--- src/rtl/sdram_port_arbiter.sv ---
// sdram_port_arbiter: shares the single-line SDRAM controller between the fetch port (0) and the load/store port (1).
// Define SDRAM_ARB_RR_EN for round-robin arbitration; by default port 1 has fixed priority over port 0.
module sdram_port_arbiter #(
  parameter int ADDR_W = 24,
  parameter int LINE_W = 128
) (
  input  logic              clk,
  input  logic              rst_n,
  input  logic              p0_valid,
  input  logic              p0_wr,
  input  logic              p0_rd,
  input  logic [ADDR_W-1:0] p0_addr,
  input  logic [LINE_W-1:0] p0_wdata,
  output logic [LINE_W-1:0] p0_rdata,
  output logic              p0_done,
  input  logic              p1_valid,
  input  logic              p1_wr,
  input  logic              p1_rd,
  input  logic [ADDR_W-1:0] p1_addr,
  input  logic [LINE_W-1:0] p1_wdata,
  output logic [LINE_W-1:0] p1_rdata,
  output logic              p1_done,
  output logic              mem_valid,
  output logic              mem_wr,
  output logic              mem_rd,
  output logic [ADDR_W-1:0] mem_addr,
  output logic [LINE_W-1:0] mem_wdata,
  input  logic [LINE_W-1:0] mem_rdata,
  input  logic              mem_done,
  input  logic              mem_init_done,
  output logic              grant
);
  typedef enum logic [1:0] {IDLE, ISSUE, RELEASE} state_t;
  state_t state_q, state_d;
  logic grant_q, grant_d, mem_valid_q, mem_valid_d, mem_wr_q, mem_wr_d, mem_rd_q, mem_rd_d;
  logic p0_done_q, p0_done_d, p1_done_q, p1_done_d;
  logic [ADDR_W-1:0] mem_addr_q, mem_addr_d;
  logic [LINE_W-1:0] mem_wdata_q, mem_wdata_d, p0_rdata_q, p0_rdata_d, p1_rdata_q, p1_rdata_d;
  logic req0, req1, start, win, fin;
  assign req0  = p0_valid && (p0_wr || p0_rd);
  assign req1  = p1_valid && (p1_wr || p1_rd);
  assign start = (state_q == IDLE) && mem_init_done && (req0 || req1);
  assign fin   = (state_q == ISSUE) && mem_valid_q && mem_done;
`ifdef SDRAM_ARB_RR_EN
  logic last_q, last_d;
  assign win    = (req0 && req1) ? !last_q : req1;
  assign last_d = start ? win : last_q;
  always_ff @(posedge clk or negedge rst_n)
    if (!rst_n) last_q <= 1'b1;
    else        last_q <= last_d;
`else
  assign win = req1;
`endif
  always_comb begin
    state_d     = state_q;
    grant_d     = start ? win : grant_q;
    mem_valid_d = start ? 1'b1 : (fin ? 1'b0 : mem_valid_q);
    mem_wr_d    = start ? (win ? p1_wr : p0_wr) : (fin ? 1'b0 : mem_wr_q);
    // A command with both wr and rd set is issued as a write.
    mem_rd_d    = start ? (win ? p1_rd && !p1_wr : p0_rd && !p0_wr) : (fin ? 1'b0 : mem_rd_q);
    mem_addr_d  = start ? (win ? p1_addr : p0_addr) : mem_addr_q;
    mem_wdata_d = start ? (win ? p1_wdata : p0_wdata) : mem_wdata_q;
    p0_done_d   = fin && !grant_q;
    p1_done_d   = fin && grant_q;
    p0_rdata_d  = (fin && mem_rd_q && !grant_q) ? mem_rdata : p0_rdata_q;
    p1_rdata_d  = (fin && mem_rd_q && grant_q) ? mem_rdata : p1_rdata_q;
    case (state_q)
      IDLE:    state_d = start ? ISSUE : IDLE;
      ISSUE:   state_d = fin ? RELEASE : ISSUE;
      RELEASE: state_d = IDLE;
      default: state_d = IDLE;
    endcase
  end
  always_ff @(posedge clk or negedge rst_n) begin
    if (!rst_n) begin
      state_q     <= IDLE;
      grant_q     <= 1'b0;
      mem_valid_q <= 1'b0;
      mem_wr_q    <= 1'b0;
      mem_rd_q    <= 1'b0;
      mem_addr_q  <= '0;
      mem_wdata_q <= '0;
      p0_rdata_q  <= '0;
      p1_rdata_q  <= '0;
      p0_done_q   <= 1'b0;
      p1_done_q   <= 1'b0;
    end else begin
      state_q     <= state_d;
      grant_q     <= grant_d;
      mem_valid_q <= mem_valid_d;
      mem_wr_q    <= mem_wr_d;
      mem_rd_q    <= mem_rd_d;
      mem_addr_q  <= mem_addr_d;
      mem_wdata_q <= mem_wdata_d;
      p0_rdata_q  <= p0_rdata_d;
      p1_rdata_q  <= p1_rdata_d;
      p0_done_q   <= p0_done_d;
      p1_done_q   <= p1_done_d;
    end
  end
  assign grant     = grant_q;
  assign mem_valid = mem_valid_q;
  assign mem_wr    = mem_wr_q;
  assign mem_rd    = mem_rd_q;
  assign mem_addr  = mem_addr_q;
  assign mem_wdata = mem_wdata_q;
  assign p0_rdata  = p0_rdata_q;
  assign p1_rdata  = p1_rdata_q;
  assign p0_done   = p0_done_q;
  assign p1_done   = p1_done_q;
endmodule
--- config.mk ---
export PLATFORM = sky130hd
export DESIGN_NAME = sdram_port_arbiter
export DESIGN_NICKNAME = d
export VERILOG_FILES = /design/src/rtl/sdram_port_arbiter.sv
export SDC_FILE = /design/constraint.sdc
export NUM_CORES = 1
export LEC_CHECK = 0
export ABC_AREA = 0
export CORE_AREA = 5 5 328 330
export DETAILED_ROUTE_END_ITERATION = 10
export DIE_AREA = 0 0 333 335
export PLACE_DENSITY = 0.46
export SETUP_SLACK_MARGIN = 0.2
export SLEW_MARGIN = 40
export SYNTH_ARGS = -nofsm -noshare
export SYNTH_HDL_FRONTEND = slang
export SYNTH_SLANG_ARGS = --single-unit
--- constraint.sdc ---
create_clock -name clk -period 2.3 [get_ports clk]
set_clock_uncertainty 0.2 [all_clocks]
set_input_delay 0.46 -clock clk [delete_from_list [all_inputs] [get_ports clk]]
set_output_delay 0.46 -clock clk [all_outputs]
set_load 0.005 [all_outputs]
## Word-level counts from Yosys, hierarchy flattened

Cells that the tools add are included.

- Equality and inequality tests: 1
- Mux-type cells: 11
- Reductions and logical operators: 21

Operator list:

| kind | count |
|---|---|
| 128-bit 2-to-1 mux | 1 |
| 24-bit 2-to-1 mux | 1 |
| 1-bit logical AND | 13 |
| 1-bit 2-to-1 mux | 7 |
| 2-bit one-hot mux with 2 select lines | 1 |
| 1-bit logical NOT | 3 |
| 1-bit logical OR | 3 |
| 2-bit by 1-bit equality test with 1-bit output (second input constant) | 1 |
| 2-bit logical NOT | 1 |
| 2-bit 2-to-1 mux | 1 |
| 2-bit nonzero test | 1 |

- Register bits after elaboration: 416
- Bits of input ports: 442
- Word-level logic and storage cells: 44

## Depth between registers and ports, before layout

Gate-level depths: netlist (run 1).

- Depth in word-level cells: 6
- Gate-level depth with buffers: 6
- Gate-level depth less buffers: 4

## Worst setup path after synthesis (run 1)

Ideal clock, no wire load.

- Path type: input-to-reg
- Start: input port p1_rd
- End: register mem_wdata_q[29] (netlist: mem_wdata[29])
- Setup time: 125 ps
- Arrival time: 1585 ps
- Data required time: 1975 ps
- Path slack: 391 ps
- Stages on the path: 5
- Path through: o21ai_2 > buf_6 > buf_6 > mux2_1 > mux2_2

- Longest elaborated chain between the ends: 4
- Elaborated cells on any way between the ends: 5
- Those cells by class: 1 x mux; 4 x reduce/logical

RTL lines:

| item | RTL line | RTL |
|---|---|---|
| start, declared | 18 | `input logic p1_rd,` |
| 1-bit logical OR * | 41 | `assign req1 = p1_valid && (p1_wr \|\| p1_rd);` |
| 1-bit logical AND * | 41 |  |
| 1-bit logical OR | 42 | `assign start = (state_q == IDLE) && mem_init_done && (req0 \|\| req1);` |
| 1-bit logical AND | 42 |  |
| end signal, assigned | 94 | `mem_wdata_q <= mem_wdata_d;` |
| end, declared | 38 | `logic [LINE_W-1:0] mem_wdata_q, mem_wdata_d, p0_rdata_q, p0_rdata_d, p1_rdata_q, p1_rdata_d;` |

Every way passes the cells marked *; elsewhere a longest branch is shown, timed or not.
A chain may end at the register's enable or synchronous reset.

## Final worst setup path (run 1)

- Start: register state_q[1]
- End: register p1_rdata_q[2] (netlist: p1_rdata[2])

- Longest elaborated chain between the ends: 5

RTL lines:

| item | RTL line | RTL |
|---|---|---|
| start, declared | 34 | `state_t state_q, state_d;` |
| start signal, assigned | 88 | `state_q <= state_d;` |
| 2-bit by 1-bit equality test with 1-bit output | 43 | `assign fin = (state_q == ISSUE) && mem_valid_q && mem_done;` |
| 1-bit logical AND (2 in a row) | 43 |  |
| 1-bit logical AND (2 in a row) | 66 | `p1_rdata_d = (fin && mem_rd_q && grant_q) ? mem_rdata : p1_rdata_q;` |
| end signal, assigned | 96 | `p1_rdata_q <= p1_rdata_d;` |
| end, declared | 38 |  |

No other way between the ends.

==> results of run 1 <==
## cells in the final DEF, fill, tap and decap left out, drive strengths merged
cell type        n
a21boi           1
a21o             1
a21oi            1
a22o             1
a22oi            1
a311oi           1
and2             1
buf            111
bufinv           4
clkbuf          84
clkdlybuf4s15    2
clkdlybuf4s50  439
clkinv          10
clkinvlp         2
dfrtp          416
diode           19
dlygate4sd2    411
dlygate4sd3      1
inv              4
mux2           560
mux2i            2
nand2            3
nand2b           1
nand3            1
nand4b           1
nor2             2
nor3b            1
o211ai           2
o21ai            2
o31ai            1
## metal layers
| metal | up-vias | track usage [%] | part of all wire [%] |
|---|---|---|---|
| li1 | 5784 | - | - |
| met1 | 6379 | 12.3 | 35 |
| met2 | 464 | 23.2 | 55 |
| met3 | 89 | 4.61 | 7.9 |
| met4 | 10 | 4.01 | 2.4 |
| met5 | - | 0 | 0.088 |
## worst register-to-register path, cell delays in order (launching register included)
cell and delay (ps):
dfrtp_1 410, nand4b_4 210, buf_6 150, inv_2 70, nand3_4 160, clkbuf_16 260
buf_4 190, mux2_2 280
## cells in the mapped netlist, drive strengths merged
master  count  area share (%)
mux2      560              36
dfrtp     416              60
buf        61             3.0
nand2       3           0.065
inv         2           0.043
mux2i       2            0.11
nor2        2           0.043
o211ai      2           0.086
o21ai       2           0.079
a21boi      1           0.043
a21o        1           0.043
a21oi       1           0.029
a22o        1           0.050
a22oi       1           0.043
a311oi      1           0.050
and2        1           0.036
nand2b      1           0.036
nand3       1           0.029
nand4b      1            0.14
nor3b       1           0.072
o31ai       1           0.043
## layout make-up
| type | instances | share of cell area (%) |
|---|---|---|
| diodes | 19 | 0.159 |
| clock buffers | 78 | 5.22 |
| clock inverters | 18 | 0.800 |
| inverters | 2 | 0.0251 |
| multi-input cells | 583 | 21.8 |
| flip-flops and latches | 416 | 34.9 |
| well taps | 1391 | 5.83 |
| repair buffers | 970 | 31.3 |
## final timing paths
check | cells after the start | slack, ps | end
setup / recovery | 7 | 250 | p1_rdata[2]
hold / removal | 2 | 180 | p1_rdata[119]
setup reg to reg | 7 | 250 | p1_rdata[2]
hold reg to reg | 1 | 290 | p1_rdata[19]
max in group asynchronous | 3 | 860 | mem_wdata[38]
min in group clk | 2 | 290 | p1_rdata[11]
## logic make-up after synthesis
family,Yosys count,share of synthesized area [%]
mux,562,36.3
flops,416,59.8
buf+inv,63,3.03
compound gates,11,0.467
simple gates,10,0.417
## sequential cells by signal, indices dropped and copies added, names as in the netlist, 2 cells and up
signal,count
p0_rdata,128
mem_wdata,128
p1_rdata,128
state_q,2
mem_addr,24
## stage by stage
step	power (uW)	instance area (um^2)
after floorplan	7750	17400
after detailed placement	8890	28300
final	17200	29900
after CTS	17600	29600
after global routing	17900	29900
after global placement	8880	28300
## power by group through the flow
stage               combinational (uW)  clock, uW  sequential [uW]
global route                      1530       9080             7320
detailed placement                1440          0             7450
CTS                               1450       8830             7320
finish                            1420       8440             7320
global placement                  1430          0             7450
floorplan                          299          0             7450
## repair_timing
action,in CTS,in global routing
pin swaps,0,1
hold endpoints to repair,29,0
hold buffers,1,0
buffers inserted,7,4
gates cloned,0,6
resized for setup,423,12
endpoints found under the setup margin,559,77
==> impl_metrics.json, run 1 <==
{
  "n_fill_cell": 10800,
  "start_util_pct": 16.7,
  "swShare_pct": 22.0,
  "synth_cell_types": 26,
  "worstPathRequired_ps": 2580,
  "min_period_ps": 2050,
  "area_growth_pct": 71.5,
  "grt_max_degree": 59,
  "ff_latch_area_um2": 10400,
  "cp_slowest_cell": "dfrtp_1",
  "fp.dieW_um": 333,
  "io_buffers": 855,
  "cp.arrival_ps": 2330,
  "clkPwrFrac_pct": 49.1,
  "hold_class": "in -> async",
  "core_um2": 105000,
  "routed_wl_um": 72700,
  "routabilityCongestion": 0.805,
  "grt_pass1_vias": 14800,
  "fin_tns_setup_ps": 0,
  "rsz0062_at_grt": "true",
  "die_height_um": 335,
  "cts.clk_slew.worst_paths_ps": 60,
  "grt_pass1_wl_um": 102000,
  "drt-pass1-iter-count": 4,
  "cp_top_family": "buffers and inverters",
  "cap_violations": 0,
  "overflow": 0,
  "finalHoldViolCount": 0,
  "row_count": 119,
  "place_inst": 3344,
  "tritoncts": "done",
  "io_pins": 856,
  "via_per_inst": 3.66,
  "timing.final.crit_share_pct": 89.0,
  "holdWs_ps": 179,
  "final_util_pct": 28.6,
  "cp_num_buf_inv": 4,
  "vias": 12700,
  "crit_type": "reg -> reg",
  "stdcell_count": 3477,
  "cp-end-kind": "flip-flop",
  "clk-insertion-delay-late_ps": 610,
  "cell_internal_pwr_uw": 13400,
  "antenna_left": 0,
  "p_seq_share_pct": 42.6,
  "dieArea_um2": 112000,
  "htreeDepth": 2,
  "ys_ff_latch": 416,
  "vdd_ir_drop_max_v": 0.000447,
  "max_stage_delay_ps": 410,
  "p_sw_uw": 3780,
  "pre_cts_ws_ps": -598,
  "tightest_slew_ps": 826,
  "cp-startpoint": "state_q[1]",
  "r2r_start": "state_q[1]",
  "antenna_found_initial": 26,
  "grtUsageTotal_pct": 12.2,
  "max_clock_freq_mhz": 489,
  "comb_power_share_pct": 8.3,
  "yosysWarnings": 0,
  "clkSinkCount": 416,
  "slew_headroom_pct": 44.9,
  "setup.worst_path.start_class": "flip-flop",
  "cellPowerDensity_nw_per_um2": 575,
  "layout_setup_ws_ps": 254,
  "outcome": "finished, final reports clean",
  "multi_input_area_um2": 6520,
  "cp_max_fo": 8,
  "leakage_uw": 0.0155,
  "final_layout_size_suffix_gt1_share_pct": 34.1,
  "crit_chain": "nand4b_4 > buf_6 > inv_2 > nand3_4 > clkbuf_16 > buf_4 > mux2_2",
  "syn-cell-area_um2": 17400,
  "synth-seq-area-share_pct": 59.8,
  "post_drt_wl_per_cell_um": 20.9,
  "clock_path_buffers": 3,
  "root_buffer": "clkbuf_16",
  "setup_viol": 0,
  "synth_cells": 1062,
  "numCtsBuffers": 51,
  "drv_slew": 0,
  "drt_iter0_markers": 260,
  "drcViolationCount": 0,
  "final_nets": 2466,
  "syn_nets": 1504,
  "hpwl_um": 58100,
  "syn_avg_cell_area_um2": 16.4
}
Note: power is estimated with default switching activity, not from simulation.
==> run 2: changes to the inputs <==
--- a/config.mk
+++ b/config.mk
@@ -6,10 +6,10 @@
 export NUM_CORES = 1
 export LEC_CHECK = 0
 export ABC_AREA = 0
-export CORE_AREA = 5 5 328 330
+export CORE_AREA = 5 5 334 336
 export DETAILED_ROUTE_END_ITERATION = 10
-export DIE_AREA = 0 0 333 335
-export PLACE_DENSITY = 0.46
+export DIE_AREA = 0 0 339 341
+export PLACE_DENSITY = 0.45
 export SETUP_SLACK_MARGIN = 0.2
 export SLEW_MARGIN = 40
 export SYNTH_ARGS = -nofsm -noshare
==> run 2 against run 1 <==
Net effect:
- clock power shrank 2.5%
- sequential cell count did not move
- critical endpoint is now p1_rdata[104]
- highest routed layer is now met4
- utilization shrank 1.1 points
- combinational power hardly changed
- total power fell by 1.1%
- global-route usage decreased by 0.15 points
- non-clock buffer count down 8
- register-to-register slack hardly changed
- die area increased by 3.6%
==> impl_metrics.json, run 2 (synthesis gave the netlist of run 1 again) <==
{
  "holdWs_ps": 194,
  "final_layout_size_suffix_gt1_share_pct": 33.9,
  "io_pins": 856,
  "finalHoldViolCount": 0,
  "fin_tns_setup_ps": 0,
  "mostFrequentLayoutCell": "mux2_2",
  "drt_iter0_markers": 288,
  "drt-pass1-iter-count": 4,
  "root_buffer": "clkbuf_16",
  "routed_wl_um": 72300,
  "min_period_ps": 2030,
  "drcViolationCount": 0,
  "routabilityCongestion": 0.840,
  "grt_pass1_vias": 14800,
  "cts.clk_slew.worst_paths_ps": 60,
  "die_height_um": 341,
  "post_drt_wl_per_cell_um": 20.8,
  "leakage_uw": 0.0155,
  "drv_slew": 0,
  "antenna_found_initial": 8,
  "hold_class": "in -> async",
  "antenna_left": 0,
  "dieArea_um2": 116000,
  "cap_violations": 0,
  "mostFrequentLayoutCells": "mux2_2 (491), clkdlybuf4s50_1 (439), dlygate4sd2_1 (412)",
  "slew_headroom_pct": 61.5,
  "setup.worst_path.start_class": "flip-flop",
  "tritoncts": "done",
  "final_nets": 2459,
  "start_util_pct": 16.1,
  "htreeDepth": 2,
  "vdd_ir_drop_max_v": 0.000472,
  "final_util_pct": 27.5,
  "outcome": "finished, final reports clean",
  "grt_pass1_wl_um": 105000,
  "clock_path_buffers": 3,
  "grtUsageTotal_pct": 12.1,
  "numCtsBuffers": 52,
  "fp.dieW_um": 339,
  "worstPathRequired_ps": 2590,
  "clk-insertion-delay-late_ps": 600,
  "cellPowerDensity_nw_per_um2": 572,
  "n_fill_cell": 11200,
  "row_count": 121,
  "rsz0062_at_grt": "true",
  "grt_max_degree": 55,
  "cp_max_fo": 22,
  "crit_type": "reg -> reg",
  "overflow": 0,
  "setup_viol": 0,
  "io_buffers": 855,
  "area_growth_pct": 70.6,
  "hpwl_um": 58200,
  "cp.arrival_ps": 2320,
  "via_per_inst": 3.67,
  "clkSinkCount": 416,
  "max_clock_freq_mhz": 492,
  "cp-end-kind": "flip-flop",
  "vias": 12700,
  "timing.final.crit_share_pct": 88.3,
  "tightest_slew_ps": 577,
  "core_um2": 108000
}
[run 2: cell types whose count changed in the layout (fill, tap and decap cells not counted), sizes merged, moves of 2 or more]
cell    before  now
buf        111  106
clkbuf      84   86
clkinv      10    7
diode       19    4
bufinv       4    1
[run 2: final timing paths]
| kind | startpoint | end | slack (ps) | depth (start not counted) |
|---|---|---|---|---|
| max | mem_valid | p1_rdata[104] | 270 | 8 |
| min | rst_n | mem_addr[11] | 190 | 2 |
| max reg2reg | mem_valid | p1_rdata[104] | 270 | 8 |
| min reg2reg | mem_wdata[62] | mem_wdata[62] | 300 | 1 |
| max in group asynchronous | rst_n | grant | 910 | 3 |
| min in group clk | mem_rdata[66] | p1_rdata[66] | 280 | 2 |
[run 2: where the power goes]
group	total, uW	switching [uW]	internal [uW]	leakage [uW]
Combinational	1440	494	945	0.00879
Clock	8230	3290	4950	0.000864
Sequential	7320	0	7320	0.00580
Total	17000	3780	13200	0.0155
[run 2: cell type report]
type	instances	area, um^2	share of cell area [%]
clock buffer	84	1630	5.49
clock inverter	11	113	0.379
multi-input combinational	583	6520	21.9
timing repair buffer	962	9250	31.1
inverter	2	7.51	0.0253
antenna	4	10.0	0.0337
tap	1414	1770	5.95
sequential	416	10400	35.1
[run 2: worst max-delay path, stage by stage (launching register included)]
cell      delay [ps]
dfrtp_1          370
buf_4            150
nand4b_4          90
buf_4            140
inv_2             50
nand3_4          100
buf_12           200
buf_12           210
mux2_2           360
[run 2: metal layers]
layer,global-route usage (%),up-vias,share of wire [%]
met3,4.79,98,8.8
met5,0,-,0
li1,-,5758,-
met1,12.5,6390,35
met4,3.83,0,2.9
met2,22.4,498,53
[run 2: timing repair]
action                     CTS  global route
hold endpoints to repair   147             0
setup endpoints to repair  437            71
resized for setup          423             4
hold buffers                 1             0
pin swaps                    0             0
setup buffers                4             2
gates cloned                 0             1
[run 2: per-stage QoR]
stage,std cells,worst slack (ps),instance area (um^2),total power (uW)
2_1_floorplan,1062,391,17400,7750
3_3_place_gp,3369,-395,28400,8900
3_5_place_dp,3369,-395,28400,8920
4_1_cts,3469,68.3,29700,17500
5_1_grt,3476,170,29700,17800
6_report,3476,268,29700,17000
==> run 3: changes to the inputs <==
--- a/config.mk
+++ b/config.mk
@@ -6,6 +6,7 @@
 export NUM_CORES = 1
 export LEC_CHECK = 0
 export ABC_AREA = 0
+export ABC_CLOCK_PERIOD_IN_PS = 2300
 export CORE_AREA = 5 5 334 336
 export DETAILED_ROUTE_END_ITERATION = 10
 export DIE_AREA = 0 0 339 341
==> results of run 3 <==
The final DEF is identical to that of run 2; final timing and power are the same.
